<file path="config.mk">
export PLATFORM = sky130hd
export DESIGN_NAME = fetch_unit_flat
export DESIGN_NICKNAME = d
export VERILOG_FILES = /design/src/rtl/fetch_unit_if.sv /design/src/rtl/fetch_unit.sv /design/src/flat_wrapper.sv
export SDC_FILE = /design/constraint.sdc
export NUM_CORES = 1
export LEC_CHECK = 0
export ABC_CLOCK_PERIOD_IN_PS = 6000
export BUFFER_PORTS_ARGS = -buffer_cell sky130_fd_sc_hd__buf_2
export CAP_MARGIN = 10
export CELL_PAD_IN_SITES_DETAIL_PLACEMENT = 2
export CELL_PAD_IN_SITES_GLOBAL_PLACEMENT = 2
export CORE_UTILIZATION = 32
export DETAILED_ROUTE_END_ITERATION = 8
export PLACE_DENSITY = 0.92
export SLEW_MARGIN = 20
export SYNTH_ARGS = -nofsm -noshare
export SYNTH_HDL_FRONTEND = slang
export SYNTH_SLANG_ARGS = --single-unit
</file>
<file path="constraint.sdc">
create_clock -name clk -period 6 [get_ports clk]
set_input_delay 0 -clock clk [delete_from_list [all_inputs] [get_ports clk]]
set_output_delay 0 -clock clk [all_outputs]
set_load 0.05 [all_outputs]
</file>
<file path="src/rtl/fetch_unit_if.sv">
// Instruction-memory request/response channel plus the IF/ID register outputs
// that feed the decode stage.
interface fetch_unit_if;
  logic        imem_req;
  logic [31:0] imem_addr;
  logic        imem_rvalid;
  logic [31:0] imem_rdata;
  logic        id_valid;
  logic [31:0] id_instr;
  logic [31:0] id_pc;
  logic [31:0] id_pc4;
  logic [6:0]  id_opcode;
  logic [2:0]  id_funct3;
  logic [6:0]  id_funct7;

  // Fetch-unit side
  modport master (
    output imem_req, imem_addr,
    input  imem_rvalid, imem_rdata,
    output id_valid, id_instr, id_pc, id_pc4, id_opcode, id_funct3, id_funct7
  );

  // Memory / decoder side
  modport slave (
    input  imem_req, imem_addr,
    output imem_rvalid, imem_rdata,
    input  id_valid, id_instr, id_pc, id_pc4, id_opcode, id_funct3, id_funct7
  );
endinterface

</file>
<file path="src/rtl/fetch_unit.sv">
// Instruction fetch stage: one outstanding memory request, back-to-back
// issue on response, a one-entry hold buffer for responses that arrive while
// decode is stalled, and redirect handling that drains stale responses.
module fetch_unit #(
  parameter logic [31:0] RESET_PC  = 32'h0000_0000,
  parameter logic [31:0] NOP_INSTR = 32'h0000_0013
) (
  input  logic         clk,
  input  logic         rst,
  input  logic         stall_i,
  input  logic         redirect_i,
  input  logic [31:0]  redirect_pc_i,
  output logic         misalign_err,
  fetch_unit_if.master bus
);

  typedef enum logic [1:0] {
    ST_FETCH,
    ST_WAIT,
    ST_HOLD,
    ST_DRAIN
  } state_t;

  state_t      state_q;
  logic [31:0] pc_q;
  logic [31:0] req_addr_q;
  logic [31:0] hold_instr_q;
  logic [31:0] hold_pc_q;
  logic        id_valid_q;
  logic [31:0] id_instr_q;
  logic [31:0] id_pc_q;
  logic        misalign_q;

  logic        accept_d;
  logic        issue_d;
  logic [31:0] pc_inc_d;
  logic [31:0] redirect_tgt_d;

  // Request issue is combinational so a response can trigger the next request
  // in the same cycle; redirect and reset suppress it.
  always_comb begin
    accept_d       = !stall_i || !id_valid_q;
    pc_inc_d       = pc_q + 32'd4;
    redirect_tgt_d = {redirect_pc_i[31:2], 2'b00};
    issue_d        = 1'b0;
    if (!rst && !redirect_i) begin
      case (state_q)
        ST_FETCH: issue_d = 1'b1;
        ST_WAIT:  issue_d = bus.imem_rvalid && accept_d;
        default:  issue_d = 1'b0;
      endcase
    end
  end

  // FSM, PC, hold buffer and IF/ID register.
  always_ff @(posedge clk) begin
    if (rst) begin
      state_q      <= ST_FETCH;
      pc_q         <= RESET_PC;
      req_addr_q   <= '0;
      hold_instr_q <= '0;
      hold_pc_q    <= '0;
      id_valid_q   <= 1'b0;
      id_instr_q   <= NOP_INSTR;
      id_pc_q      <= '0;
      misalign_q   <= 1'b0;
    end else begin
      misalign_q <= redirect_i && (redirect_pc_i[1:0] != 2'b00);

      if (issue_d) begin
        req_addr_q <= pc_q;
        pc_q       <= pc_inc_d;
      end

      if (redirect_i) begin
        pc_q       <= redirect_tgt_d;
        id_valid_q <= 1'b0;
        id_instr_q <= NOP_INSTR;
        case (state_q)
          ST_WAIT:  state_q <= bus.imem_rvalid ? ST_FETCH : ST_DRAIN;
          // A response landing together with a redirect in DRAIN is the one
          // being drained, so nothing remains outstanding.
          ST_DRAIN: state_q <= bus.imem_rvalid ? ST_FETCH : ST_DRAIN;
          default:  state_q <= ST_FETCH;
        endcase
      end else begin
        // Bubble by default when decode can take a new word; loads below win.
        if (accept_d) begin
          id_valid_q <= 1'b0;
          id_instr_q <= NOP_INSTR;
        end
        case (state_q)
          ST_FETCH: state_q <= ST_WAIT;
          ST_WAIT: begin
            if (bus.imem_rvalid) begin
              if (accept_d) begin
                id_valid_q <= 1'b1;
                id_instr_q <= bus.imem_rdata;
                id_pc_q    <= req_addr_q;
              end else begin
                hold_instr_q <= bus.imem_rdata;
                hold_pc_q    <= req_addr_q;
                state_q      <= ST_HOLD;
              end
            end
          end
          ST_HOLD: begin
            if (accept_d) begin
              id_valid_q <= 1'b1;
              id_instr_q <= hold_instr_q;
              id_pc_q    <= hold_pc_q;
              state_q    <= ST_FETCH;
            end
          end
          ST_DRAIN: begin
            if (bus.imem_rvalid) state_q <= ST_FETCH;
          end
          default: state_q <= ST_FETCH;
        endcase
      end
    end
  end

  assign bus.imem_req  = issue_d;
  assign bus.imem_addr = pc_q;
  assign bus.id_valid  = id_valid_q;
  assign bus.id_instr  = id_instr_q;
  assign bus.id_pc     = id_pc_q;
  assign bus.id_pc4    = id_pc_q + 32'd4;
  assign bus.id_opcode = id_instr_q[6:0];
  assign bus.id_funct3 = id_instr_q[14:12];
  assign bus.id_funct7 = id_instr_q[31:25];
  assign misalign_err  = misalign_q;

endmodule
</file>
<file path="src/flat_wrapper.sv">
// flat-port wrapper written by rule: the top's interface ports become plain ports
module fetch_unit_flat 
#(
  parameter logic [31:0] RESET_PC  = 32'h0000_0000,
  parameter logic [31:0] NOP_INSTR = 32'h0000_0013
)
  (clk, rst, stall_i, redirect_i, redirect_pc_i, misalign_err, bus_imem_req, bus_imem_addr, bus_imem_rvalid, bus_imem_rdata, bus_id_valid, bus_id_instr, bus_id_pc, bus_id_pc4, bus_id_opcode, bus_id_funct3, bus_id_funct7);
  fetch_unit_if bus_i ();
  input  logic clk;
  input  logic rst;
  input  logic stall_i;
  input  logic redirect_i;
  input  logic [31:0] redirect_pc_i;
  output logic misalign_err;
  output wire logic [$bits(bus_i.imem_req)-1:0] bus_imem_req;
  output wire logic [$bits(bus_i.imem_addr)-1:0] bus_imem_addr;
  input wire logic [$bits(bus_i.imem_rvalid)-1:0] bus_imem_rvalid;
  input wire logic [$bits(bus_i.imem_rdata)-1:0] bus_imem_rdata;
  output wire logic [$bits(bus_i.id_valid)-1:0] bus_id_valid;
  output wire logic [$bits(bus_i.id_instr)-1:0] bus_id_instr;
  output wire logic [$bits(bus_i.id_pc)-1:0] bus_id_pc;
  output wire logic [$bits(bus_i.id_pc4)-1:0] bus_id_pc4;
  output wire logic [$bits(bus_i.id_opcode)-1:0] bus_id_opcode;
  output wire logic [$bits(bus_i.id_funct3)-1:0] bus_id_funct3;
  output wire logic [$bits(bus_i.id_funct7)-1:0] bus_id_funct7;
  assign bus_imem_req = bus_i.imem_req;
  assign bus_imem_addr = bus_i.imem_addr;
  assign bus_i.imem_rvalid = bus_imem_rvalid;
  assign bus_i.imem_rdata = bus_imem_rdata;
  assign bus_id_valid = bus_i.id_valid;
  assign bus_id_instr = bus_i.id_instr;
  assign bus_id_pc = bus_i.id_pc;
  assign bus_id_pc4 = bus_i.id_pc4;
  assign bus_id_opcode = bus_i.id_opcode;
  assign bus_id_funct3 = bus_i.id_funct3;
  assign bus_id_funct7 = bus_i.id_funct7;
  fetch_unit #(.RESET_PC(RESET_PC), .NOP_INSTR(NOP_INSTR)) u_core (.clk(clk), .rst(rst), .stall_i(stall_i), .redirect_i(redirect_i), .redirect_pc_i(redirect_pc_i), .misalign_err(misalign_err), .bus(bus_i));
endmodule
</file>
==> flow_summary.json <==
{
  "post-synth-top-area-cell": "dfxtp_1",
  "endpoint_kind": "primary output",
  "clk_pin_slew_worst_paths_ns": 0.09,
  "grt_pass1_vias": 11000,
  "setup_tns_ns": 0,
  "ios": 217,
  "drt-pass1-iter-count": 5,
  "place_hpwl_um": 22900,
  "multi_input_area_um2": 4680,
  "drc": 0,
  "seq_area_um2": 3760,
  "fin_crit_ns": 4.51,
  "worstPathRequired_ns": 6.00,
  "postSynthCellCount": 1195,
  "synth_area_leaders": "dfxtp_1, nand2_1, a21oi_1, a211oi_1, mux2i_1",
  "path_cells": "inv_1 > ha_1 > nand2_1 > o21bai_1 > nand2_2 > inv_1 > buf_2",
  "cts_root_buf": "clkbuf_16",
  "grt_setup_unrepaired": "no",
  "finalCritPeriodShare_pct": 75.2,
  "clock-sinks": 188,
  "power.switching_mw": 1.19,
  "p_leak_nw": 4.39,
  "cts.repair.resized": 0,
  "dieWidth_um": 170,
  "layout.nets": 1473,
  "h-tree-depth": 4,
  "ys_ff_latch": 188,
  "clock_path_buffers": 2,
  "fp-row-count": 61,
  "final_cell_mix": "nand2_1, buf_2, dfxtp_1",
  "tightestPinTransition_ns": 1.17,
  "cp_max_fo": 34,
  "fmax_mhz": 222,
  "setup_ws_ns": 1.49,
  "routed_wl_um": 44500,
  "insertion_delay_ns": 0.46,
  "pwr-share-clk_pct": 37.4,
  "grt_pass1_wl_um": 67800,
  "place_ws_ns": 1.91,
  "syn2layout_area_growth_pct": 27.1,
  "p_int_mw": 2.03,
  "wire_per_inst_um": 24.9,
  "first_iter_violations": 807,
  "dr_total_vias": 10300,
  "max-vdd-ir-drop_mv": 0.197,
  "hold_viol": 0,
  "gp_congestion": 0.844,
  "core_area_um2": 27800,
  "power.density_nw_per_um2": 280,
  "dieArea_um2": 28900,
  "track_usage_pct": 30.6,
  "critical_path.top_delay_family": "buffers and inverters",
  "io_buffers": 210,
  "antenna_found_initial": 3,
  "start_util_pct": 32.6,
  "drt-vias-per-instance": 5.73,
  "yosysTopAreaCellShare_pct": 41.6,
  "status": "finished clean",
  "drtAntennaViolNets": 0,
  "num-fill-cells": 3187,
  "final_common_cell": "nand2_1",
  "synth_cell_types": 41,
  "crit_type": "register to primary output",
  "syn_area_um2": 9050,
  "cpPeakStageDelay_ns": 1.03,
  "grt_max_degree": 78,
  "layout-drive-gt1-share_pct": 18.9,
  "worstPathArrival_ns": 4.51,
  "gr-total-overflow": 0,
  "path_buf_inv": 3,
  "cts_buffers": 17,
  "cts_tree": "yes",
  "cap_violations": 0,
  "fin_skew_ns": 0.0148,
  "setup.worst_path.start_class": "register",
  "cp_slowest_cell": "inv_1",
  "cp_common_cell": "inv_1",
  "syn_avg_cell_area_um2": 7.57,
  "slew_viol_final": 0,
  "ys_warn_count": 0,
  "slew_headroom_pct": 21.6,
  "pwr-share-seq_pct": 43.1,
  "die_y_um": 170,
  "p_comb_share_pct": 19.5,
  "p_sw_share_pct": 36.8,
  "setup_violations": 0,
  "min_path_type": "primary input to register",
  "yosysSeqAreaShare_pct": 41.6
}
## stage by stage
stage / total power [mW] / cells / instance area (µm²) / util [%] / hold WS [ns]
6_report: 3.22 / 1791 / 11500 / 41.4 / 0.0242
5_1_grt: 3.31 / 1791 / 11500 / 41.4 / 0.0486
4_1_cts: 3.17 / 1788 / 11500 / 41.3 / 0.0139
3_5_place_dp: 1.96 / 1690 / 10200 / 36.7 / 0.263
3_3_place_gp: 1.94 / 1690 / 10200 / 36.7 / 0.255
2_1_floorplan: 1.79 / 1200 / 9060 / - / 0.132
## registers in the layout, indices dropped and copies added, names as in the netlist
register / flops
u_core.hold_instr_q: 32
u_core.bus.id_instr: 32
u_core.hold_pc_q: 30
u_core.misalign_err: 1
u_core.req_addr_q: 30
u_core.bus.id_pc: 30
u_core.bus.id_valid: 1
u_core.bus.imem_addr: 30
u_core.state_q: 2
## path summary, 6_finish.rpt
check | slack, ns | startpoint | depth (start not counted) | endpoint
max | 1.49 | u_core.state_q[1]$_SDFFE_PP0P_ | 7 | bus_imem_req
min | 0.02 | bus_imem_rvalid | 3 | u_core.bus.id_valid$_SDFF_PN0_
max reg2reg | 1.72 | u_core.state_q[1]$_SDFFE_PP0P_ | 8 | u_core.bus.imem_addr[30]$_SDFFE_PP0P_
min reg2reg | 0.47 | u_core.hold_instr_q[11]$_SDFFE_PP0P_ | 2 | u_core.hold_instr_q[11]$_SDFFE_PP0P_
## worst reg2reg max path: stages (launching register included)
cell	delay, ns
dfxtp_1	0.35
inv_1	0.16
ha_1	0.23
nand2_1	0.19
o21bai_1	0.96
nand2_2	0.70
inv_1	1.03
nand2_1	0.25
o211ai_1	0.32
## power by group through the flow
stage	Sequential (mW)	Clock, mW	Combinational [mW]
6_report	1.39	1.20	0.629
5_1_grt	1.39	1.26	0.658
4_1_cts	1.38	1.19	0.601
3_5_place_dp	1.40	0	0.560
3_3_place_gp	1.40	0	0.541
2_1_floorplan	1.51	0	0.283
## Yosys cell counts
cell,number
a211oi_1,77
a21boi_0,2
a21oi_1,166
a221oi_1,2
a311oi_1,3
a31oi_1,2
and2_1,3
and3_1,6
and4_1,6
and4_2,1
buf_1,8
buf_4,23
buf_6,1
clkbuf_1,77
conb_1,1
dfxtp_1,188
ha_1,7
inv_1,43
mux2i_1,34
nand2_1,278
nand2b_1,1
nand3_1,36
nand3b_1,2
nand4_1,20
nand4_2,1
nor2_1,63
nor2b_1,1
nor3_1,14
nor3b_1,1
nor4_1,11
nor4b_1,2
o211ai_1,2
o21ai_0,49
o21bai_1,2
o22ai_1,3
or2_2,2
or3_1,3
or4_1,2
or4_4,1
xnor2_1,35
xor2_1,16
## layer usage
layer	track usage [%]	vias to the layer above	share of wire, %
met2	52.8	412	50
met1	36.6	5242	41
met3	5.14	126	4.6
li1	-	4479	-
met4	15.3	0	4.1
met5	0	-	0
## area by class of cell
| cell class | instances | share of cell area, % |
|---|---|---|
| Sequential cell | 188 | 32.7 |
| Tap cell | 378 | 4.11 |
| Inverter | 43 | 1.40 |
| Antenna cell | 3 | 0.0653 |
| Multi-Input combinational cell | 860 | 40.7 |
| Clock buffer | 17 | 3.70 |
| Timing Repair Buffer | 287 | 15.6 |
| Clock inverter | 15 | 1.65 |
## kinds of logic (layout without fill, tap and decap cells)
group | after synthesis | count (layout) | share of synthesized area [%]
compound gates | 308 | 308 | 19.6
xor+xnor | 51 | 51 | 4.94
fa+ha+maj | 7 | 7 | 0.968
buf+inv | 152 | 362 | 7.34
flops | 188 | 188 | 41.6
mux | 34 | 34 | 3.76
other cells | 1 | 9 | 0.0415
simple gates | 454 | 454 | 21.7
## repair_timing
item / in CTS / in global routing
buffers inserted: 0 / 0
hold endpoints to repair: 63 / 0
hold buffers: 66 / 0
Note: power is estimated with default switching activity, not from simulation.
